--- src/rtl/dmi_mux_rr.sv ---
// dmi_mux_rr: N-channel round-robin DMI request multiplexer.
// Forwards one upstream request per cycle to a single DM port, records the
// issuing channel in an in-order ID FIFO and steers each DM response back
// to that channel. Outstanding requests are bounded by MAX_OUT.
module dmi_mux_rr #(
    parameter int unsigned N_CH    = 2,
    parameter int unsigned ADDR_W  = 5,
    parameter int unsigned DATA_W  = 34,
    parameter int unsigned MAX_OUT = 4
) (
    input  logic                                clk,
    input  logic                                rst_n,
    input  logic [N_CH-1:0]                     up_req_valid,
    output logic [N_CH-1:0]                     up_req_ready,
    input  logic [N_CH*(ADDR_W+DATA_W+2)-1:0]   up_req_bits,
    output logic [N_CH-1:0]                     up_resp_valid,
    input  logic [N_CH-1:0]                     up_resp_ready,
    output logic [DATA_W+1:0]                   up_resp_bits,
    output logic                                dn_req_valid,
    input  logic                                dn_req_ready,
    output logic [ADDR_W+DATA_W+1:0]            dn_req_bits,
    input  logic                                dn_resp_valid,
    output logic                                dn_resp_ready,
    input  logic [DATA_W+1:0]                   dn_resp_bits,
    output logic [$clog2(MAX_OUT+1)-1:0]        outstanding,
    output logic                                err_orphan_resp
);

    localparam int unsigned REQ_W = ADDR_W + DATA_W + 2;
    localparam int unsigned IDX_W = (N_CH > 1) ? $clog2(N_CH) : 1;
    localparam int unsigned PTR_W = (MAX_OUT > 1) ? $clog2(MAX_OUT) : 1;
    localparam int unsigned CNT_W = $clog2(MAX_OUT + 1);

    typedef enum logic {
        ST_FREE,
        ST_LOCK
    } lock_state_t;

    lock_state_t        r_state;
    lock_state_t        w_state_nxt;
    logic [IDX_W-1:0]   r_lock_idx;
    logic [IDX_W-1:0]   r_rr_ptr;
    logic [IDX_W-1:0]   r_fifo [MAX_OUT];
    logic [PTR_W-1:0]   r_head;
    logic [PTR_W-1:0]   r_tail;
    logic [CNT_W-1:0]   r_count;
    logic               r_err;

    logic [REQ_W-1:0]   w_req_arr [N_CH];
    logic [IDX_W-1:0]   w_grant;
    logic [IDX_W-1:0]   w_idx;
    logic               w_found;
    logic               w_full;
    logic               w_empty;
    logic               w_elig;
    logic               w_push;
    logic               w_pop;
    logic               w_orphan;
    logic               w_lock_set;
    logic [IDX_W-1:0]   w_head_ch;

    // Pointer increment that wraps at MAX_OUT even when MAX_OUT is 1.
    function automatic logic [PTR_W-1:0] ptr_inc(input logic [PTR_W-1:0] p);
        return (p == PTR_W'(MAX_OUT - 1)) ? '0 : p + 1'b1;
    endfunction

    // Unpack the flat per-channel request bus into an indexable array.
    for (genvar gi = 0; gi < N_CH; gi++) begin : g_unpack
        assign w_req_arr[gi] = up_req_bits[gi*REQ_W +: REQ_W];
    end

    assign w_full    = (r_count == CNT_W'(MAX_OUT));
    assign w_empty   = (r_count == '0);
    assign w_elig    = ~w_full;
    assign w_head_ch = r_fifo[r_head];

    // Grant selection: locked channel if a stalled request is pending,
    // otherwise the first valid channel at or after the round-robin pointer.
    always_comb begin
        w_grant = r_rr_ptr;
        w_found = 1'b0;
        w_idx   = '0;
        for (int unsigned k = 0; k < N_CH; k++) begin
            w_idx = IDX_W'((32'(r_rr_ptr) + k) % N_CH);
            if (!w_found && up_req_valid[w_idx]) begin
                w_found = 1'b1;
                w_grant = w_idx;
            end
        end
        if (r_state == ST_LOCK) begin
            w_grant = r_lock_idx;
            w_found = up_req_valid[r_lock_idx];
        end
    end

    // Downstream request path and upstream ready, all silenced in reset.
    always_comb begin
        up_req_ready = '0;
        dn_req_valid = rst_n & w_elig & w_found;
        dn_req_bits  = w_req_arr[w_grant];
        if (rst_n && w_elig && w_found && dn_req_ready) begin
            up_req_ready[w_grant] = 1'b1;
        end
    end

    // Response routing to the FIFO head channel; drain when nothing is owed.
    always_comb begin
        up_resp_valid = '0;
        dn_resp_ready = 1'b0;
        up_resp_bits  = dn_resp_bits;
        if (rst_n) begin
            if (!w_empty) begin
                up_resp_valid[w_head_ch] = dn_resp_valid;
                dn_resp_ready            = up_resp_ready[w_head_ch];
            end else begin
                dn_resp_ready = 1'b1;
            end
        end
    end

    assign w_push     = dn_req_valid & dn_req_ready;
    assign w_pop      = rst_n & dn_resp_valid & dn_resp_ready & ~w_empty;
    assign w_orphan   = dn_resp_valid & w_empty;
    assign w_lock_set = (r_state == ST_FREE) & dn_req_valid & ~dn_req_ready;

    // Lock FSM next state: hold the grant while the DM stalls a request.
    always_comb begin
        w_state_nxt = r_state;
        case (r_state)
            ST_FREE: if (w_lock_set) w_state_nxt = ST_LOCK;
            ST_LOCK: if (w_push)     w_state_nxt = ST_FREE;
            default:                 w_state_nxt = ST_FREE;
        endcase
    end

    // Lock FSM state register and captured grant index.
    always_ff @(posedge clk) begin
        if (!rst_n) begin
            r_state    <= ST_FREE;
            r_lock_idx <= '0;
        end else begin
            r_state <= w_state_nxt;
            if (w_lock_set) begin
                r_lock_idx <= w_grant;
            end
        end
    end

    // Round-robin pointer advances past the channel just served.
    always_ff @(posedge clk) begin
        if (!rst_n) begin
            r_rr_ptr <= '0;
        end else if (w_push) begin
            r_rr_ptr <= (w_grant == IDX_W'(N_CH - 1)) ? '0 : w_grant + 1'b1;
        end
    end

    // ID FIFO storage; contents are meaningful only between head and tail.
    always_ff @(posedge clk) begin
        if (w_push) begin
            r_fifo[r_tail] <= w_grant;
        end
    end

    // ID FIFO pointers and occupancy; push and pop together leave it unchanged.
    always_ff @(posedge clk) begin
        if (!rst_n) begin
            r_head  <= '0;
            r_tail  <= '0;
            r_count <= '0;
        end else begin
            if (w_push) begin
                r_tail <= ptr_inc(r_tail);
            end
            if (w_pop) begin
                r_head <= ptr_inc(r_head);
            end
            case ({w_push, w_pop})
                2'b10:   r_count <= r_count + 1'b1;
                2'b01:   r_count <= r_count - 1'b1;
                default: r_count <= r_count;
            endcase
        end
    end

    // Sticky flag for responses that arrive with nothing outstanding.
    always_ff @(posedge clk) begin
        if (!rst_n) begin
            r_err <= 1'b0;
        end else if (w_orphan) begin
            r_err <= 1'b1;
        end
    end

    assign outstanding     = r_count;
    assign err_orphan_resp = r_err;

endmodule

--- config.mk ---
export PLATFORM = sky130hd
export DESIGN_NAME = dmi_mux_rr
export DESIGN_NICKNAME = d
export VERILOG_FILES = /design/src/rtl/dmi_mux_rr.sv
export SDC_FILE = /design/constraint.sdc
export NUM_CORES = 1
export LEC_CHECK = 0
export ABC_AREA = 1
export CORE_MARGIN = 10
export CORE_UTILIZATION = 30
export CTS_CLUSTER_SIZE = 24
export DETAILED_ROUTE_END_ITERATION = 8
export GPL_ROUTABILITY_DRIVEN = 0
export HOLD_SLACK_MARGIN = 0.08
export MAX_ROUTING_LAYER = met4
export PLACE_DENSITY = 0.82
export SYNTH_ARGS = -nofsm -noshare
export SYNTH_HDL_FRONTEND = slang
export SYNTH_SLANG_ARGS = --single-unit
--- constraint.sdc ---
create_clock -name clk -period 2.8 [get_ports clk]
set_clock_uncertainty 0.1 [all_clocks]
set_input_delay 0.56 -clock clk [delete_from_list [all_inputs] [get_ports clk]]
set_output_delay 0.56 -clock clk [all_outputs]
set_load 0.005 [all_outputs]
# == Word-level counts from Yosys, hierarchy flattened ==
# Memories as Yosys holds them, arrays and structs flattened. A register that Yosys moved wholly into a read port is not among the register bits.
# Cells that the tools add are included.
# classes
n_lt_le_gt_ge,8
n_reduce_logical,9
bitwise,15
n_mux,36
n_eq_ne,5
addsub,6
# op_table
cell,count
$mux 41,3
$mux 1,22
$mux 2,7
$lt 1x2->1 const B,5
$and 1x1->1,9
$eq 2x2->1 const B,3
$logic_and 1x1->1,6
$pmux 3 s2,1
$add 2x1->2 const B,2
$not 1->1,4
$add 3x1->3 const B,1
$eq 3x3->1 const B,1
$logic_not 3->1,1
$sub 3x1->3 const B,1
$add 1x1->1 const B,2
$and 2x2->2,1
$demux 1 s1,2
$eq 2x1->1 const B,1
$ge 1x1->1 const B,2
$ge 2x2->1 const B,1
$not 1->2,1
$pmux 1 s2,1
$reduce_bool 2->1,1
$logic_not 1->1,1
# word_totals
regBits,11
inputBits,126
ram_bits,4
memories,1
out_inout_bits,87
# memory_table
name,depth,word_bits,read_ports,rd_ports_with_merged_regs,write_ports,line,rtl
r_fifo,4,1,1,1,1,43,logic [IDX_W-1:0] r_fifo [MAX_OUT];

# == Longest topological paths before layout ==
# depth
ltp_word,12
depth_mapped,14

# == Worst setup path before layout ==
# Ideal clock, no wire load.
# synth_timing
kind,input to register
from,input port rst_n
to,"register r_count[2], in the netlist outstanding[2]"
arrival_ps,2007
n_path_buf,1
setup_ps,122
path_stages,12
path_slack_ps,571
path_cell_list,buf_4 nand2_1 nor2_2 nand3_2 inv_2 ha_1 inv_1 fa_1 a21oi_1 o21ai_0 o21ai_0 a21oi_1
# synth_via
elab_chain_cells,5
# synth_rtl
item,line,rtl
from (decl),12,"input logic rst_n,"
"$and 1x1->1, or another cell as far along",122,assign w_pop = rst_n & dn_resp_valid & dn_resp_ready & ~w_empty;
$and 1x1->1 (on tied branches),"122, 99",
$and 1x1->1 (on tied branches),"122, 121",
$eq 2x1->1 or $eq 2x2->1 (tied branches),178,"case ({w_push, w_pop})"
$pmux 3 s2 or $reduce_bool 2->1 (tied branches),n/a,
to (signal assigned),179,2'b10: r_count <= r_count + 1'b1;
to (signal assigned),180,2'b01: r_count <= r_count - 1'b1;
to (signal assigned),181,default: r_count <= r_count;
to (decl),46,logic [CNT_W-1:0] r_count;
# Parallel ways exist; a longest one is shown, timed or not.
# A chain may end at the register's enable or synchronous reset.

# == Final worst setup path ==
# layout_timing
from,input port rst_n
to,output port up_resp_valid[0]
# layout_via
elab_chain_cells,1
# layout_rtl
item,line,rtl
$mux 2,111,if (rst_n) begin
to (decl),16,"output logic [N_CH-1:0] up_resp_valid,"
# Every way passes these cells.

==> impl_metrics.json <==
{
  "synth_top_family_by_area": "simple AND/OR/NAND/NOR gates",
  "dpl.hpwl_um": 6530,
  "initial_utilization_pct": 31.5,
  "cts_hold_buf": 0,
  "grt.total_usage_pct": 12.9,
  "cp.arrival_ns": 2.09,
  "synth_warnings": 0,
  "drc_errors": 0,
  "maxCapViolations": 0,
  "cts_buffer_depth": 2,
  "core-area_mm2": 0.00691,
  "critical_path_class": "input port to primary output",
  "synth-edff-count": 4,
  "portBuffers": 140,
  "cts.sinks": 17,
  "numCtsBuffers": 3,
  "grt_max_degree": 18,
  "synth-xor-area-share_pct": 0,
  "layout_min_cycle_time_ns": 2.75,
  "grt_first_pass_wirelength_um": 11500,
  "syn_to_final_growth_pct": 62.7,
  "pwr_density_cell_mw_per_mm2": 289,
  "antenna_cells": 0,
  "synthSimpleGateAreaFrac_pct": 50.9,
  "dp.cells": 495,
  "synthesis.instances": 287,
  "pre_cts_ws_ns": -0.193,
  "whs_ns": 0.355,
  "slew_headroom_pct": 80.4,
  "maxSlewViolCount": 0,
  "cp-end-kind": "primary output",
  "synth_compound_gate_area_share_pct": 4.66,
  "crit_buf_inv": 4,
  "syn_nets": 420,
  "avgRoutedWirePerCell_um": 14.5,
  "drtPass1Iterations": 4,
  "cts_tree": "yes",
  "dieHeight_um": 105,
  "ant_nets": 0,
  "rsz0062_at_grt": "false",
  "num_vias": 2105,
  "cts-root-buf": "clkbuf_8",
  "timing.final.ws_setup_ns": 0.0457,
  "synthMuxAreaShare_pct": 0,
  "synth-async-reset-ratio_pct": 0,
  "syn_avg_cell_area_um2": 7.58,
  "fmax_ghz": 0.363,
  "cts.clk_slew.worst_paths_ns": 0.07,
  "setup_viol": 0,
  "m1WireLength_um": 2330,
  "num_rows": 30,
  "cp_max_fo": 2,
  "antenna_found_initial": 0,
  "tightest_slew_ns": 0.292,
  "min_path_type": "flip-flop to flip-flop",
  "drt_wl_total_um": 7300,
  "grt_pass1_vias": 2326,
  "die_w_um": 105,
  "vdd_drop_max_mv": 0.127,
  "power.leakage_uw": 0.00165,
  "outcome": "completed",
  "slowest_delay_ns": 0.52,
  "synthFlopType": "dfxtp_1",
  "nNetsFinal": 540,
  "avgViaCountPerCell": 4.19,
  "intPower_uw": 684,
  "power_frac_seq_pct": 26.6,
  "dieArea_mm2": 0.0111,
  "final_cell_count_no_fill": 502,
  "hold_violations": 0,
  "start_kind": "input port",
  "initialDrtViolationCount": 32,
  "seq_area_frac_synth_pct": 17.5,
  "crit_family": "buffers and inverters",
  "worstPathRequired_ns": 2.14,
  "yosys.area_share.adder_pct": 4.37,
  "p_sw_share_pct": 33.2,
  "fin_crit_sh_pct": 98.4,
  "synth_area_leaders": "nand2_4, buf_4, dfxtp_1",
  "insertion_delay_ns": 0.26,
  "synth_top_area_cell": "nand2_4",
  "grt_overflow": 0,
  "htreeDepth": 1,
  "synth_cell_types": 25,
  "n_fill_cell": 669,
  "netlist_area_mm2": 0.00217,
  "synth_top_cell_area_share_pct": 21.2,
  "drive_above_1_share_pct": 28.8,
  "pwr-share-clk_pct": 17.6,
  "wl_met3_um": 900,
  "highest_layer": "met4",
  "worst_path_max_delay_cell": "clkdlybuf4s50_1",
  "route.met2.wl_um": 4020,
  "pin_count": 213,
  "p_sw_uw": 340,
  "cpMostUsedCell": "clkdlybuf4s50_1",
  "synth_seq_cells": 17,
  "p_comb_share_pct": 55.8,
  "worstPathCellList": "clkdlybuf4s50_1 > buf_4 > nand2_1 > nor2_2 > inv_1 > a21oi_1 > clkdlybuf4s50_1"
}
==> worst paths after layout <==
kind | from | endpoint | slack (ns) | cells past startpoint
worst max register to register | flip-flop | outstanding[2] | 0.50 | 14
worst min register to register | err_orphan_resp | err_orphan_resp | 0.36 | 2
worst max-delay path | rst_n | up_resp_valid[0] | 0.05 | 7
worst min-delay path | err_orphan_resp | err_orphan_resp | 0.36 | 2
==> layer usage <==
| metal | up-vias | track usage, % |
|---|---|---|
| li1 | 1069 | - |
| met1 | 919 | 10.6 |
| met2 | 111 | 25.1 |
| met3 | 6 | 6.94 |
| met4 | 0 | 2.25 |
| met5 | - | - |
==> cell usage after synthesis, types with 2 or more instances <==
library cell / instances
nand2_1: 63
inv_1: 22
buf_12: 4
ha_1: 6
dfxtp_1: 13
o21ai_1: 3
edfxtp_1: 4
a21oi_1: 9
nand2_4: 41
nand3_1: 5
nand2_2: 41
o21ai_0: 5
nor2_2: 2
nor2_1: 18
buf_4: 41
==> kinds of logic (layout without fill, tap and decap cells) <==
logic type               after synthesis  after routing
AND/OR/NAND/NOR                      174            174
buffers and inverters                 70            189
AO/OA/AOI/OAI                         19             19
flip-flops                            17             17
adder cells (fa/ha/maj)                7              7
==> worst register-to-register path: stages, from the launching register on <==
cell and delay, ns:
dfxtp_1 0.40, nand2_1 0.14, nand2_1 0.08, nand2_1 0.06
nand2_2 0.09, inv_4 0.05, nand2_8 0.06, buf_4 0.15
ha_1 0.15, inv_1 0.06, fa_1 0.37, a21oi_1 0.14
o21ai_0 0.13, o21ai_0 0.16, a21oi_1 0.05
==> cell type report <==
cell class | instances | area [um2] | share of cell area [%]
Sequential cell | 17 | 380 | 10.7
Tap cell | 96 | 120 | 3.39
Timing Repair Buffer | 160 | 1580 | 44.6
Multi-Input combinational cell | 200 | 1310 | 37.0
Clock inverter | 1 | 5.00 | 0.141
Clock buffer | 3 | 41.3 | 1.17
Inverter | 25 | 104 | 2.93
==> cells in the final DEF, fill, tap and decap left out <==
cell type | synthesis | routed
a211oi_1 | 1 | 1
ha_1 | 6 | 6
inv_8 | 1 | 1
nor3_1 | 1 | 1
nand2_1 | 63 | 63
inv_1 | 22 | 22
dfxtp_1 | 13 | 13
nand2_4 | 41 | 41
nor2_2 | 2 | 2
inv_4 | 1 | 1
buf_8 | 0 | 1
nor2_4 | 1 | 1
clkinv_2 | 0 | 1
nand3_2 | 1 | 1
fa_1 | 1 | 1
o21ai_0 | 5 | 5
buf_12 | 4 | 4
inv_2 | 1 | 1
buf_4 | 41 | 13
a21oi_1 | 9 | 7
edfxtp_1 | 4 | 4
dlygate4sd2_1 | 0 | 44
buf_6 | 0 | 1
nand2_8 | 1 | 1
clkdlybuf4s50_1 | 0 | 96
nand2_2 | 41 | 41
nor2_1 | 18 | 18
o21ai_2 | 1 | 1
o21ai_1 | 3 | 3
a21oi_2 | 0 | 2
buf_16 | 0 | 1
clkbuf_8 | 0 | 3
nand3_1 | 5 | 5
==> timing repair <==
item                                    in CTS  in global routing
endpoints found under the hold margin        0                  0
endpoints found under the setup margin      43                  1
pin swaps                                    1                  0
gates cloned                                 1                  0
resized for setup                           49                  1
setup buffers                                2                  0
==> metrics by stage <==
stage	setup TNS [ns]	cell area [um2]	power, uW	util [%]
after floorplan	0	2170	584	-
after global placement	-6.18	3490	881	50.5
after detailed placement	-6.72	3490	891	50.5
after CTS	0	3530	1040	51.2
after global routing	0	3540	1100	51.2
final	0	3540	1020	51.2
==> power groups by stage <==
| stage | Combinational [uW] | Sequential (uW) | Clock [uW] |
|---|---|---|---|
| finish | 571 | 272 | 181 |
| global route | 624 | 274 | 198 |
| CTS | 583 | 272 | 185 |
| detailed placement | 613 | 277 | 0 |
| global placement | 604 | 277 | 0 |
| floorplan | 308 | 276 | 0 |
Note: power is estimated with default switching activity, not from simulation.
